<file path="src/rtl/vga_host_pkg.sv">
// Shared definitions for the VGA host bridge: register map, screen sizes,
// queue entry layout and bridge FSM states.
package vga_host_pkg;

    localparam logic [2:0] REG_STATUS  = 3'd0;
    localparam logic [2:0] REG_DATA    = 3'd1;
    localparam logic [2:0] REG_CUR_LO  = 3'd2;
    localparam logic [2:0] REG_CUR_HI  = 3'd3;
    localparam logic [2:0] REG_CONTROL = 3'd4;
    localparam logic [2:0] REG_COLOR   = 3'd5;

    localparam int unsigned CELLS_80X25 = 2000;
    localparam int unsigned CELLS_64X30 = 1920;

    localparam int unsigned ENTRY_W = 12;

    typedef struct packed {
        logic       wr;
        logic [2:0] rg;
        logic [7:0] data;
    } entry_t;

    typedef enum logic [1:0] {
        ST_IDLE,
        ST_ISSUE,
        ST_HOLD,
        ST_WAIT
    } state_t;

endpackage

</file>
<file path="src/rtl/vga_host_fifo.sv">
// First-word-fall-through request queue for the VGA host bridge.
// DEPTH must be a power of two so the pointers wrap naturally.
module vga_host_fifo
    import vga_host_pkg::*;
#(
    parameter int unsigned DEPTH = 8
) (
    input  logic                     clk_i,
    input  logic                     rst_ni,
    input  logic                     push_i,
    input  entry_t                   wdata_i,
    input  logic                     pop_i,
    output entry_t                   rdata_o,
    output logic                     full_o,
    output logic                     empty_o,
    output logic [$clog2(DEPTH):0]   count_o
);

    localparam int unsigned AW = $clog2(DEPTH);
    localparam logic [AW:0] FULL_CNT = (AW+1)'(DEPTH);

    entry_t        mem_q [DEPTH];
    logic [AW-1:0] wr_ptr_q, rd_ptr_q;
    logic [AW:0]   count_q;
    logic          do_push, do_pop;

    assign full_o  = (count_q == FULL_CNT);
    assign empty_o = (count_q == '0);
    assign count_o = count_q;
    assign rdata_o = mem_q[rd_ptr_q];
    assign do_push = push_i && !full_o;
    assign do_pop  = pop_i && !empty_o;

    always_ff @(posedge clk_i or negedge rst_ni) begin
        if (!rst_ni) begin
            wr_ptr_q <= '0;
            rd_ptr_q <= '0;
            count_q  <= '0;
        end else begin
            if (do_push) wr_ptr_q <= wr_ptr_q + AW'(1);
            if (do_pop)  rd_ptr_q <= rd_ptr_q + AW'(1);
            case ({do_push, do_pop})
                2'b10:   count_q <= count_q + (AW+1)'(1);
                2'b01:   count_q <= count_q - (AW+1)'(1);
                default: count_q <= count_q;
            endcase
        end
    end

    always_ff @(posedge clk_i) begin
        if (do_push) mem_q[wr_ptr_q] <= wdata_i;
    end

endmodule

</file>
<file path="src/rtl/vga_host_bridge.sv">
// Host front end for the text-mode VGA register engine: queues host accesses,
// replays them on the engine command port and tracks a shadow cursor.
// Optional read path enabled by defining VGA_HOST_READ_EN.
module vga_host_bridge
    import vga_host_pkg::*;
#(
    parameter int unsigned FIFO_DEPTH = 8,
    parameter int unsigned CELLS      = CELLS_80X25
) (
    input  logic        i_clk,
    input  logic        i_rst_n,
    input  logic        i_host_valid,
    output logic        o_host_ready,
    input  logic        i_host_wr,
    input  logic [2:0]  i_host_reg,
    input  logic [7:0]  i_host_wdata,
    output logic        o_host_rvalid,
    output logic [7:0]  o_host_rdata,
    output logic [7:0]  o_cmd,
    output logic [10:0] o_cur_adr,
    output logic [7:0]  o_port,
    output logic        o_cs_h,
    output logic        o_rl_wh,
    input  logic        i_ready_h,
    input  logic [7:0]  i_port
);

`ifdef VGA_HOST_READ_EN
    localparam bit READ_EN = 1'b1;
`else
    localparam bit READ_EN = 1'b0;
`endif

    localparam int unsigned CNT_W    = $clog2(FIFO_DEPTH) + 1;
    localparam logic [CNT_W-1:0] FULL_CNT = CNT_W'(FIFO_DEPTH);
    localparam logic [10:0] CELLS_ADR = 11'(CELLS);

    entry_t             host_entry, head;
    logic               fifo_push, fifo_pop, fifo_full, fifo_empty;
    logic [CNT_W-1:0]   fifo_count;

    state_t      state_q, state_d;
    logic [7:0]  cmd_q, cmd_d, port_q, port_d, rdata_q, rdata_d;
    logic [10:0] cur_q, cur_d, cur_inc;
    logic        rlwh_q, rlwh_d, rvalid_q, rvalid_d, cs_h;

    assign host_entry = '{wr: i_host_wr, rg: i_host_reg, data: i_host_wdata};
    // Reads complete the host handshake even when they are not queued.
    assign fifo_push  = i_host_valid && !fifo_full && (i_host_wr || READ_EN);
    assign cur_inc    = cur_q + 11'd1;

    vga_host_fifo #(.DEPTH(FIFO_DEPTH)) u_fifo (
        .clk_i   (i_clk),
        .rst_ni  (i_rst_n),
        .push_i  (fifo_push),
        .wdata_i (host_entry),
        .pop_i   (fifo_pop),
        .rdata_o (head),
        .full_o  (fifo_full),
        .empty_o (fifo_empty),
        .count_o (fifo_count)
    );

    always_comb begin
        state_d  = state_q;
        cmd_d    = cmd_q;
        port_d   = port_q;
        rlwh_d   = rlwh_q;
        cur_d    = cur_q;
        rdata_d  = rdata_q;
        rvalid_d = 1'b0;
        fifo_pop = 1'b0;
        cs_h     = 1'b0;
        case (state_q)
            ST_IDLE: begin
                if (!fifo_empty && i_ready_h) begin
                    fifo_pop = 1'b1;
                    cmd_d    = {5'b0, head.rg};
                    port_d   = head.data;
                    rlwh_d   = head.wr;
                    if (head.wr && head.rg == REG_CUR_LO) cur_d[7:0]  = head.data;
                    if (head.wr && head.rg == REG_CUR_HI) cur_d[10:8] = head.data[2:0];
                    state_d  = ST_ISSUE;
                end
            end
            ST_ISSUE: begin
                cs_h    = 1'b1;
                state_d = ST_HOLD;
            end
            ST_HOLD: state_d = ST_WAIT;
            ST_WAIT: begin
                if (i_ready_h) begin
                    if (!rlwh_q) begin
                        rdata_d  = READ_EN ? i_port : '0;
                        rvalid_d = READ_EN;
                    end else if (cmd_q[2:0] == REG_DATA) begin
                        cur_d = (cur_inc == CELLS_ADR) ? '0 : cur_inc;
                    end
                    state_d = ST_IDLE;
                end
            end
            default: state_d = ST_IDLE;
        endcase
    end

    always_ff @(posedge i_clk or negedge i_rst_n) begin
        if (!i_rst_n) begin
            state_q  <= ST_IDLE;
            cmd_q    <= '0;
            port_q   <= '0;
            rlwh_q   <= 1'b0;
            cur_q    <= '0;
            rdata_q  <= '0;
            rvalid_q <= 1'b0;
        end else begin
            state_q  <= state_d;
            cmd_q    <= cmd_d;
            port_q   <= port_d;
            rlwh_q   <= rlwh_d;
            cur_q    <= cur_d;
            rdata_q  <= rdata_d;
            rvalid_q <= rvalid_d;
        end
    end

    assign o_host_ready  = !fifo_full;
    assign o_host_rvalid = rvalid_q;
    assign o_host_rdata  = rdata_q;
    assign o_cmd         = cmd_q;
    assign o_port        = port_q;
    assign o_rl_wh       = rlwh_q;
    assign o_cur_adr     = cur_q;
    assign o_cs_h        = cs_h;

    a_full_count : assert property (@(posedge i_clk) disable iff (!i_rst_n)
        fifo_full == (fifo_count == FULL_CNT));

endmodule

</file>
<file path="config.mk">
export PLATFORM = sky130hd
export DESIGN_NAME = vga_host_bridge
export DESIGN_NICKNAME = d
export VERILOG_FILES = /design/src/rtl/vga_host_pkg.sv /design/src/rtl/vga_host_fifo.sv /design/src/rtl/vga_host_bridge.sv
export SDC_FILE = /design/constraint.sdc
export NUM_CORES = 1
export LEC_CHECK = 0
export BUFFER_PORTS_ARGS = -buffer_cell sky130_fd_sc_hd__buf_2
export CORE_MARGIN = 4
export CORE_UTILIZATION = 35
export DETAILED_ROUTE_END_ITERATION = 16
export MAX_ROUTING_LAYER = met4
export SLEW_MARGIN = 25
export SYNTH_ARGS = -nofsm -noshare
export SYNTH_HDL_FRONTEND = slang
export SYNTH_SLANG_ARGS = --single-unit
</file>
<file path="constraint.sdc">
create_clock -name i_clk -period 3.32 [get_ports i_clk]
set_input_delay 0.498 -clock i_clk [delete_from_list [all_inputs] [get_ports i_clk]]
set_output_delay 0.498 -clock i_clk [all_outputs]
set_load 0.02 [all_outputs]
</file>
### Word-level counts from Yosys, hierarchy flattened

Memory sizes are Yosys's and may differ from the RTL's.
Index checks and enable logic that the tools add are counted.

| cells by class | value |
|---|---|
| $add $sub $neg | 5 |
| mux-type cells | 17 |
| equality and inequality tests | 16 |
| reduce and logical (&&, ||, !) cells | 17 |

Operator list:

| cell | number |
|---|---|
| 11-bit two-way mux | 5 |
| 11-bit one-hot mux with 2 select lines | 1 |
| 2-bit inequality test, second input constant | 6 |
| 6-bit AND reduction | 2 |
| 11-bit by 1-bit adder with 11-bit output, second input constant | 1 |
| 11-bit == test, second input constant | 1 |
| 8-bit two-way mux | 1 |
| 2-bit one-hot mux with 4 select lines | 1 |
| 4-bit one-hot mux with 2 select lines | 1 |
| 1-bit logical AND | 7 |
| 3-bit by 1-bit adder with 3-bit output, second input constant | 2 |
| 2-bit == test, second input constant | 3 |
| 3-bit by 2-bit == test with 1-bit output, second input constant | 2 |
| 1-bit two-way mux | 5 |
| 4-bit by 1-bit adder with 4-bit output, second input constant | 1 |
| 2-bit by 1-bit == test with 1-bit output, second input constant | 2 |
| 4-bit == test, second input constant | 1 |
| 4-bit zero test | 1 |
| 2-bit two-way mux | 2 |
| 2-bit AND reduction | 2 |
| 2-bit nonzero test | 2 |
| 4-bit by 1-bit subtractor with 4-bit output, second input constant | 1 |
| 3-bit by 1-bit == test with 1-bit output, second input constant | 1 |
| 3-bit two-way mux | 1 |
| other kinds (2) | 3 |

| storage, ports and cells | value |
|---|---|
| RAM bits | 96 |
| register bits | 35 |
| bits of input ports | 24 |
| logic and storage cells | 65 |
| memories kept | 1 |
| output and inout port bits | 39 |

Memories:

| name | words | bits a word | rd ports | clocked after Yosys merged registers in | write ports | line | text |
|---|---|---|---|---|---|---|---|
| u_fifo.mem_q | 8 | 12 | 1 | 0 | 1 | vga_host_fifo.sv:22 | `entry_t mem_q [DEPTH];` |

### Longest topological paths before layout

Gate-level depths: netlist of the first run.

| logic depth | value |
|---|---|
| word-level depth | 8 |
| mapped depth | 12 |
| depth with buffers taken out | 11 |

### Hierarchy

From an unflattened synthesis of the first run, not the netlist that was laid out.

| second synthesis, totals | value |
|---|---|
| cells, all modules | 366 |
| area total of the unflattened synthesis | 5938.2 um2 |

By module, submodules not included:

| module | cells each | seq. area each (um2) | area an instance (um2) | times used |
|---|---|---|---|---|
| vga_host_fifo | 206 | 3133.0 | 4335.4 | 1 |
| vga_host_bridge | 160 | 625.6 | 1602.8 | 1 |

### Worst setup path before layout of the first run

Ideal clock, no wire load.

| path | value |
|---|---|
| path type | reg-to-reg |
| start point | reg u_fifo.count_q[1], in the netlist u_fifo.count_o[1] |
| end point | reg u_fifo.count_q[2], in the netlist u_fifo.count_o[2] |
| data arrival time | 2.590 ns |
| path buffers | 2 |
| setup time | 0.125 ns |
| path slack | 0.604 ns |
| period minus slack after synthesis | 2.716 ns |
| stages on the path, launching flop included | 12 |
| required time | 3.195 ns |
| path through | dfrtp_1 or4_1 and3_1 clkbuf_1 buf_1 ha_1 xor2_1 ha_1 a21oi_1 xor2_1 nor2_1 xor2_1 |

| between the ends | value |
|---|---|
| cells in the longest elaborated chain, start to end | 8 |
| elaborated cells between the ends (all ways) | 17 |
| those cells by class | add/sub (2); eq/ne (3); mux (3); reduce/logical (9) |

RTL lines:

| item | line | text |
|---|---|---|
| from (decl) | vga_host_fifo.sv:24 | `logic [AW:0] count_q;` |
| from (signal assigned) | vga_host_fifo.sv:43 | `2'b10: count_q <= count_q + (AW+1)'(1);` |
| from (signal assigned) | vga_host_fifo.sv:44 | `2'b01: count_q <= count_q - (AW+1)'(1);` |
| from (signal assigned) | vga_host_fifo.sv:45 | `default: count_q <= count_q;` |
| 4-bit zero test * | vga_host_fifo.sv:28 | `assign empty_o = (count_q == '0);` |
| 1-bit zero test * | vga_host_fifo.sv:32, vga_host_bridge.sv:76 |  |
| 1-bit logical AND | vga_host_bridge.sv:76 | `if (!fifo_empty && i_ready_h) begin` |
| 1-bit two-way mux | vga_host_bridge.sv:76 |  |
| 1-bit two-way mux | vga_host_bridge.sv:74 | `case (state_q)` |
| 1-bit logical AND * | vga_host_fifo.sv:32 | `assign do_pop = pop_i && !empty_o;` |
| net u_fifo.do_pop | vga_host_fifo.sv:25 | `logic do_push, do_pop;` |
| 2-bit by 1-bit == test with 1-bit output / 2-bit == test (equally long branches) | vga_host_fifo.sv:42 | `case ({do_push, do_pop})` |
| 4-bit one-hot mux with 2 select lines / 2-bit nonzero test (equally long branches) | -- |  |

The timed path passes the listed nets; every way through them passes the cells marked *.
A chain may end at the register's enable or synchronous reset.

### Worst setup path in the final report of the first run

| path | value |
|---|---|
| start point | reg u_fifo.rd_ptr_q[0] |
| end point | reg cur_q[7], in the netlist o_cur_adr[7] |

| between the ends | value |
|---|---|
| cells in the longest elaborated chain, start to end | 5 |
| elaborated cells between the ends (all ways) | 8 |
| those cells by class | eq/ne (2); mux (3); reduce/logical (2); memory (1) |

RTL lines:

| item | line | text |
|---|---|---|
| from (decl) | vga_host_fifo.sv:23 | `logic [AW-1:0] wr_ptr_q, rd_ptr_q;` |
| from (signal assigned) | vga_host_fifo.sv:41 | `if (do_pop) rd_ptr_q <= rd_ptr_q + AW'(1);` |
| memory 8 x 12 bit * | -- |  |
| 3-bit by 2-bit == test with 1-bit output | vga_host_bridge.sv:81 | `if (head.wr && head.rg == REG_CUR_LO) cur_d[7:0] = head.data;` |
| 1-bit logical AND | vga_host_bridge.sv:81 |  |
| 2-bit inequality test (no source line) | -- |  |
| 6-bit AND reduction (no source line) | -- |  |
| to (signal assigned) | vga_host_bridge.sv:120 | `cur_q <= cur_d;` |
| to (decl) | vga_host_bridge.sv:44 | `logic [10:0] cur_q, cur_d, cur_inc;` |

Every way passes the cells marked *; elsewhere a longest branch is shown, timed or not. The select of a mux whose other input is x is not followed.

==> flow_summary.yaml, run 1 <==
routing:
  drc: 0
  viasPerCell: 4.86
  routedWlPerCell_um: 17.5
  first_pass_iters: 4
  dr.first_iter.drc_count: 238
  drtAntennaViolNets: 0
  wl_um: 11400
  vias: 3156
clock_tree:
  cts-resized-gates: 0
  cts_root_buffer: "clkbuf_16"
  cts_num_sinks: 131
  clk_pin_slew_ps: 60
  post_cts.repair.setup_buffers: 0
  clock_path_buffers: 2
  clk_latency_ps: 410
  cts_tree: "done"
  htree_levels: 4
  cts_hold_buffers: 0
  numCtsBuffers: 17
setup_path:
  timing.rr.start: "u_fifo.rd_ptr_q[0]"
  r2r_cells: 7
  rrSetupSlack_ps: 600
  crit_path_start: "u_fifo.rd_ptr_q[0]"
  worst-setup-path-type: "flip-flop to flip-flop"
  r2r_end: "o_cur_adr[7]"
  path_max_fanout: 15
  critical_path_arrival_ps: 3000
  start_kind: "flip-flop"
  endpoint_kind: "flip-flop"
  required_ps: 3600
outcome:
  outcome: "finished, final reports clean"
placed_design:
  placed_cell_area_um2: 6200
  io_buffer_count: 40
  hpwl_um: 7540
  post-place-ws_ps: 584
  gp_congestion: 0.827
  dpl.cell_count: 617
synth:
  synth_enable_flop_cells: 96
  yosys_warnings: 0
  synthFlopType: "edfxtp_1"
  synthArstFlopShare_pct: 26.7
  synthDistinctLibCells: 51
  syn-instance-count: 358
  synthesis.area_um2: 5720
  ys_seq_area_share_pct: 65.7
  synth_area_per_cell_um2: 16.0
  ys_seq_elements: 131
sta:
  max_slew_margin_pct: 46.6
  final_max_slew_viol_count: 0
  setup_viol: 0
  worst_pin_slew_ps: 801
  hold_viol_final: 0
  fmaxAchievable_ghz: 0.368
  tns_ps: 0
  rsz0062_at_grt: "false"
  post-route-period-util_pct: 81.9
  min_period_ps: 2720
  fin_skew_ps: 9.93
  final.setup.worst_slack_ps: 600
cells_and_area:
  multi_input_area_um2: 1790
  synthToLayoutAreaGrowth_pct: 18.7
  antenna_cells: 0
  fin_area_um2: 6800
  drive_gt1_share_pct: 29.8
  most-common-layout-cells: "edfxtp_1, buf_2, dfrtp_1"
  seqCellArea_um2: 3760
  fillers: 1453
  fin_nets: 455
  layout_commonest_cell: "edfxtp_1"
  final_util_pct: 42.6
  final_cells: 649
floorplan:
  ios: 63
  fp.coreArea_um2: 15900
  die_area_um2: 18500
  start_util_pct: 35.9
  die_w_um: 136
  die_height_um: 136
  placementRows: 46
power:
  power_density_nw_per_um2: 947
  vdd_drop_max_uv: 417
  p_leak_nw: 2.50
global_route:
  gr-total-overflow: 0
  grt.total_usage_pct: 13.6
  grt_max_degree: 36
  grt_pass1_vias: 3193
  antenna_found_initial: 0
  grt_first_pass_wirelength_um: 17900
hold_path:
  hp-class: "input pin to async pin"
job:
  cap_violations: 0
## cells by family (layout without fill, tap and decap cells)
logic type	count (synthesis)	in the layout	share of synthesized area, %
mux	44	44	13.5
xor+xnor	9	9	1.38
other cells	1	14	0.0655
fa+ha+maj	11	11	2.40
compound gates	58	58	7.50
flops	131	131	65.7
simple gates	64	64	5.60
buf+inv	40	102	3.93
## how the worst max path moves through the flow
stage                   endpoint  cells after the start  slack, ps
2_1_floorplan  u_fifo.count_o[2]                     11        600
3_3_place_gp        o_cur_adr[4]                      7        600
3_5_place_dp        o_cur_adr[4]                      7        580
4_1_cts             o_cur_adr[7]                      7        560
5_1_grt             o_cur_adr[5]                      6        400
6_report            o_cur_adr[7]                      7        600
## worst max-delay path, cell delays in order, from the launching register on
cell	delay [ps]
dfrtp_1	650
buf_4	220
mux4_2	490
mux2_4	310
nor4_2	270
o21bai_2	250
o21bai_1	250
o2bb2ai_2	140
## where the power goes
part	total [W]	internal, W	switching (W)
sequential	0.00242	0.00208	0.000339
clock	0.00186	0.00118	0.000678
combinational	0.00216	0.00100	0.00116
total	0.00643	0.00426	0.00217
## through the flow
stage,total power (W),hold slack (ps)
6_report,0.00643,181
5_1_grt,0.00683,238
4_1_cts,0.00651,195
3_5_place_dp,0.00463,488
3_3_place_gp,0.00457,477
2_1_floorplan,0.00398,202
## state kept, by name, summed over array words and instances (netlist names)
register / flops
u_fifo.count_o: 4
u_fifo.wr_ptr_q: 3
o_cmd: 3
u_fifo.mem_q: 96
o_rl_wh: 1
o_port: 8
o_cur_adr: 11
u_fifo.rd_ptr_q: 3
state_q: 2
## area by class of cell
type / instances / share of cell area (%)
sequential: 131 / 55.3
timing repair buffer: 59 / 5.05
clock buffer: 20 / 6.43
inverter: 11 / 0.608
clock inverter: 12 / 2.30
multi-input combinational: 200 / 26.3
tap: 216 / 3.98
## cells in the mapped netlist, types with 4 or more instances
master    count  area [um2]
a21oi_1      16        80.1
nand2_1      14        52.6
nand3_1       4        20.0
mux2_2       10         113
clkbuf_1      4        15.0
o21ai_1       5        25.0
ha_1         11         138
nor2_1       23        86.3
nor3_1        5        25.0
mux4_2       22         495
edfxtp_1     96        2880
buf_4        14         105
o22a_1        5        43.8
and3_1        5        31.3
mux2i_1       8        80.1
buf_2         6        30.0
o21ai_0       6        30.0
xor2_1        6        52.6
dfrtp_1      35         876
inv_1        11        41.3
## per-layer routing
| layer | wire length [um] | up-vias | global-route usage, % |
|---|---|---|---|
| met5 | 0 | - | - |
| met4 | 122 | 0 | 4.87 |
| met3 | 648 | 9 | 4.03 |
| met2 | 5550 | 79 | 20.9 |
| met1 | 5040 | 1582 | 17.2 |
| li1 | - | 1486 | - |
Note: power is estimated with default switching activity, not from simulation.
==> inputs of run 2 (changes only) <==
clock period = 2.6 ns   (was 3.32 ns; I/O delays follow)
==> flow_summary.yaml, run 2 (synthesis results as in run 1) <==
cells_and_area:
  antenna_cells: 0
  final_cells: 659
  fin_nets: 465
  top_register: "u_fifo.mem_q"
  synthToLayoutAreaGrowth_pct: 20.7
  largest_register_ffs: 96
  drive_gt1_share_pct: 33.0
  layout_commonest_cell: "edfxtp_1"
  most-common-layout-cells: "edfxtp_1, buf_2, dfrtp_1"
  fillers: 1421
placed_design:
  io_buffer_count: 40
  dpl.cell_count: 627
  hpwl_um: 7730
  gp_congestion: 0.844
setup_path:
  critical_path_depth: 8
  slowest_delay_ps: 510
  worst-setup-path-type: "flip-flop to flip-flop"
  endpoint_kind: "flip-flop"
  timing.rr.start: "u_fifo.rd_ptr_q[0]"
  cp_top_family: "multiplexers"
  start_kind: "flip-flop"
  rrSetupSlack_ps: 190
  path_max_fanout: 16
  path_buf_inv: 2
  crit_path_start: "u_fifo.rd_ptr_q[0]"
  r2r_cells: 8
  crit_end: "o_cur_adr[7]"
  required_ps: 2910
  critical_path_arrival_ps: 2720
  r2r_end: "o_cur_adr[7]"
  cpMaxStageDelayCell: "mux4_2"
  crit_chain: "buf_4 > mux4_2 > mux2_4 > nor4_2 > o21bai_2 > buf_12 > o21bai_1 > o2bb2ai_2"
routing:
  dr.first_iter.drc_count: 149
  viasPerCell: 4.91
  routed-wl-met3_um: 539
  vias: 3236
  routedWlPerCell_um: 17.1
  topRoutingLayerUsed: "met4"
  drtAntennaViolNets: 0
  m1WireLength_um: 5190
  wl_um: 11300
  first_pass_iters: 4
  wl_met2_um: 5450
  drc: 0
clock_tree:
  numCtsBuffers: 17
  cts_hold_buffers: 0
  clk_latency_ps: 420
  cts_root_buffer: "clkbuf_16"
  htree_levels: 4
  cts_tree: "done"
  clk_pin_slew_ps: 60
  clock_path_buffers: 2
  cts_num_sinks: 131
power:
  p_leak_nw: 2.57
  switching_power_w: 0.00288
  power.internal_w: 0.00549
  power_frac_clock_pct: 28.4
  p_comb_share_pct: 35.7
  power_density_nw_per_um2: 1210
  vdd_drop_max_uv: 570
  pwr-share-seq_pct: 35.9
  p_sw_share_pct: 34.4
floorplan:
  die_w_um: 136
  fp.coreArea_um2: 15900
  die_area_um2: 18500
  start_util_pct: 35.9
  die_height_um: 136
  placementRows: 46
  ios: 63
hold_path:
  hp-class: "input pin to async pin"
sta:
  rsz0062_at_grt: "false"
  fin_skew_ps: 6.59
  tns_ps: 0
  max_slew_margin_pct: 47.3
  worst_pin_slew_ps: 790
  post-route-period-util_pct: 92.8
  final_max_slew_viol_count: 0
  setup_viol: 0
  fmaxAchievable_ghz: 0.415
  min_period_ps: 2410
  hold_viol_final: 0
global_route:
  grt_max_degree: 36
  antenna_found_initial: 0
  grt.total_usage_pct: 13.7
  grt_pass1_vias: 3304
  gr-total-overflow: 0
  grt_first_pass_wirelength_um: 18200
outcome:
  outcome: "finished, final reports clean"
job:
  cap_violations: 0
[run 2: stage by stage]
step	util [%]	total power, W	worst slack (ps)	cell area [um2]	hold WS [ps]
finish	43.3	0.00837	188	6910	55.0
global route	43.3	0.00889	29.3	6910	116
CTS	43.3	0.00847	149	6910	86.5
detailed placement	39.6	0.00607	189	6310	484
global placement	39.6	0.00598	187	6310	480
floorplan	-	0.00509	2.51	5780	94.4
[run 2: cell type report]
class,instances,area [um2],area share [%]
sequential,131,3760,54.4
tap,216,270,3.91
multi-input combinational,200,1800,26.1
clock inverter,15,169,2.44
inverter,11,41.3,0.598
timing repair buffer,69,443,6.41
clock buffer,17,425,6.16
[run 2: worst min path at each step]
stage / startpoint / end / slack, ps / depth (start not counted)
6_report: i_rst_n / o_cur_adr[3] / 50 / 1
2_1_floorplan: i_rst_n / o_cmd[0] / 90 / 0
3_5_place_dp: u_fifo.count_o[3] / u_fifo.count_o[3] / 480 / 1
3_3_place_gp: u_fifo.count_o[3] / u_fifo.count_o[3] / 480 / 1
4_1_cts: i_rst_n / u_fifo.count_o[0] / 90 / 1
5_1_grt: i_rst_n / u_fifo.count_o[0] / 120 / 1
[run 2: timing repair]
action / in CTS / in global routing
endpoints found under the setup margin: 0 / 1
hold endpoints to repair: 0 / 0
gates resized for setup: 0 / 1
buffers inserted: 0 / 0
[run 2: power groups by stage]
stage / combinational [W] / clock, W / sequential (W)
2_1_floorplan: 0.00193 / 0 / 0.00316
3_3_place_gp: 0.00295 / 0 / 0.00303
3_5_place_dp: 0.00303 / 0 / 0.00305
4_1_cts: 0.00304 / 0.00243 / 0.00301
5_1_grt: 0.00329 / 0.00253 / 0.00307
6_report: 0.00299 / 0.00237 / 0.00301
[run 2: layer usage]
| layer | up-vias | track usage (%) |
|---|---|---|
| met5 | - | - |
| met4 | 0 | 4.54 |
| met3 | 11 | 4.66 |
| met2 | 67 | 21.1 |
| met1 | 1652 | 17.1 |
| li1 | 1506 | - |
==> inputs of run 3 (changes only) <==
CORE_MARGIN = not set   (was 4)
clock period = 3.1 ns   (was 2.6 ns; I/O delays follow)
==> flow_summary.yaml, run 3 (synthesis results as in run 1) <==
clock_tree:
  clk_latency_ps: 410
  cts_tree: "done"
  cts-resized-gates: 0
  htree_levels: 4
  clock_path_buffers: 2
  post_cts.repair.setup_buffers: 0
  numCtsBuffers: 17
  cts_hold_buffers: 0
  clk_pin_slew_ps: 50
  cts_root_buffer: "clkbuf_16"
  cts_num_sinks: 131
routing:
  routedWlPerCell_um: 17.1
  viasPerCell: 4.89
  wl_um: 11100
  dr.first_iter.drc_count: 197
  drc: 0
  drtAntennaViolNets: 0
  vias: 3172
  first_pass_iters: 4
outcome:
  outcome: "finished, final reports clean"
power:
  p_sw_share_pct: 33.0
  power_density_nw_per_um2: 1010
  vdd_drop_max_uv: 493
  switching_power_w: 0.00228
  power.internal_w: 0.00462
  pwr-share-seq_pct: 37.2
  p_comb_share_pct: 33.4
  p_leak_nw: 2.51
  power_frac_clock_pct: 29.4
  total_power_w: 0.00690
job:
  cap_violations: 0
sta:
  fmaxAchievable_ghz: 0.398
  hold_viol_final: 0
  worst_pin_slew_ps: 817
  fin_skew_ps: 5.75
  min_period_ps: 2510
  final_max_slew_viol_count: 0
  tns_ps: 0
  setup_viol: 0
  max_slew_margin_pct: 45.6
  rsz0062_at_grt: "false"
  post-route-period-util_pct: 81.0
floorplan:
  fp.coreArea_um2: 15900
  start_util_pct: 35.9
  ios: 63
  die_area_um2: 16900
  die_w_um: 130
  die_height_um: 130
  placementRows: 46
cells_and_area:
  fillers: 1427
  fin_nets: 455
  layout_commonest_cell: "edfxtp_1"
  top_register: "u_fifo.mem_q"
  drive_gt1_share_pct: 29.1
  largest_register_ffs: 96
  most-common-layout-cells: "edfxtp_1, buf_2, dfrtp_1"
  antenna_cells: 0
  synthToLayoutAreaGrowth_pct: 18.8
setup_path:
  crit_path_start: "u_fifo.count_o[1]"
  crit_chain: "or4_1 > and3_1 > ha_1 > xor2_1 > ha_1 > a21oi_1 > xor2_1 > nor2_1 > xor2_1"
  critical_path_arrival_ps: 2800
  path_buf_inv: 0
  cpMaxStageDelayCell: "or4_1"
  cp_top_family: "simple AND/OR/NAND/NOR gates"
  required_ps: 3390
  crit_path_frequent_cell: "xor2_1"
  path_max_fanout: 7
  timing.rr.start: "u_fifo.count_o[1]"
  worst-setup-path-type: "flip-flop to flip-flop"
  slowest_delay_ps: 570
  start_kind: "flip-flop"
  endpoint_kind: "flip-flop"
global_route:
  grt_pass1_vias: 3192
  gr-total-overflow: 0
  grt_first_pass_wirelength_um: 17300
  grt.total_usage_pct: 14.9
  antenna_found_initial: 0
  grt_max_degree: 36
placed_design:
  gp_congestion: 0.833
  io_buffer_count: 40
  hpwl_um: 7280
hold_path:
  hp-class: "input pin to async pin"
==> run 3: per-stage QoR <==
step | setup slack [ps] | cells | hold WS (ps) | util [%] | area, um2
finish | 588 | 649 | 144 | 42.7 | 6800
global route | 444 | 649 | 209 | 42.7 | 6800
CTS | 546 | 649 | 173 | 42.7 | 6800
detailed placement | 563 | 617 | 494 | 38.9 | 6200
global placement | 612 | 617 | 480 | 38.9 | 6200
floorplan | 384 | 371 | 169 | - | 5770
==> run 3: routing by layer <==
metal	global-route usage [%]	vias to the layer above	routed length [um]
li1	-	1485	-
met1	18.5	1591	5150
met2	23.2	81	5360
met3	4.35	15	470
met4	5.20	0	128
met5	-	-	0
==> run 3: final timing paths <==
| path | endpoint | slack [ps] | cells past startpoint |
|---|---|---|---|
| setup / recovery | u_fifo.count_o[2] | 590 | 9 |
| hold / removal | state_q[0] | 140 | 1 |
| setup reg to reg | u_fifo.count_o[2] | 590 | 9 |
| hold reg to reg | u_fifo.count_o[3] | 490 | 1 |
| max in group asynchronous | o_port[5] | 2430 | 1 |
| min in group i_clk | u_fifo.mem_q[3][3] | 320 | 1 |
==> run 3: layout make-up <==
cell class	instances	area, um2	area share, %
Clock inverter	11	160	2.35
Inverter	11	41.3	0.607
Tap cell	216	270	3.97
Clock buffer	21	440	6.47
Sequential cell	131	3760	55.3
Timing Repair Buffer	59	343	5.04
Multi-Input combinational cell	200	1790	26.3
==> run 3: power by group through the flow <==
stage | sequential (W) | clock (W) | combinational (W)
4_1_cts | 0.00257 | 0.00207 | 0.00234
3_5_place_dp | 0.00260 | 0 | 0.00233
3_3_place_gp | 0.00258 | 0 | 0.00228
6_report | 0.00257 | 0.00203 | 0.00230
5_1_grt | 0.00262 | 0.00215 | 0.00254
2_1_floorplan | 0.00265 | 0 | 0.00162
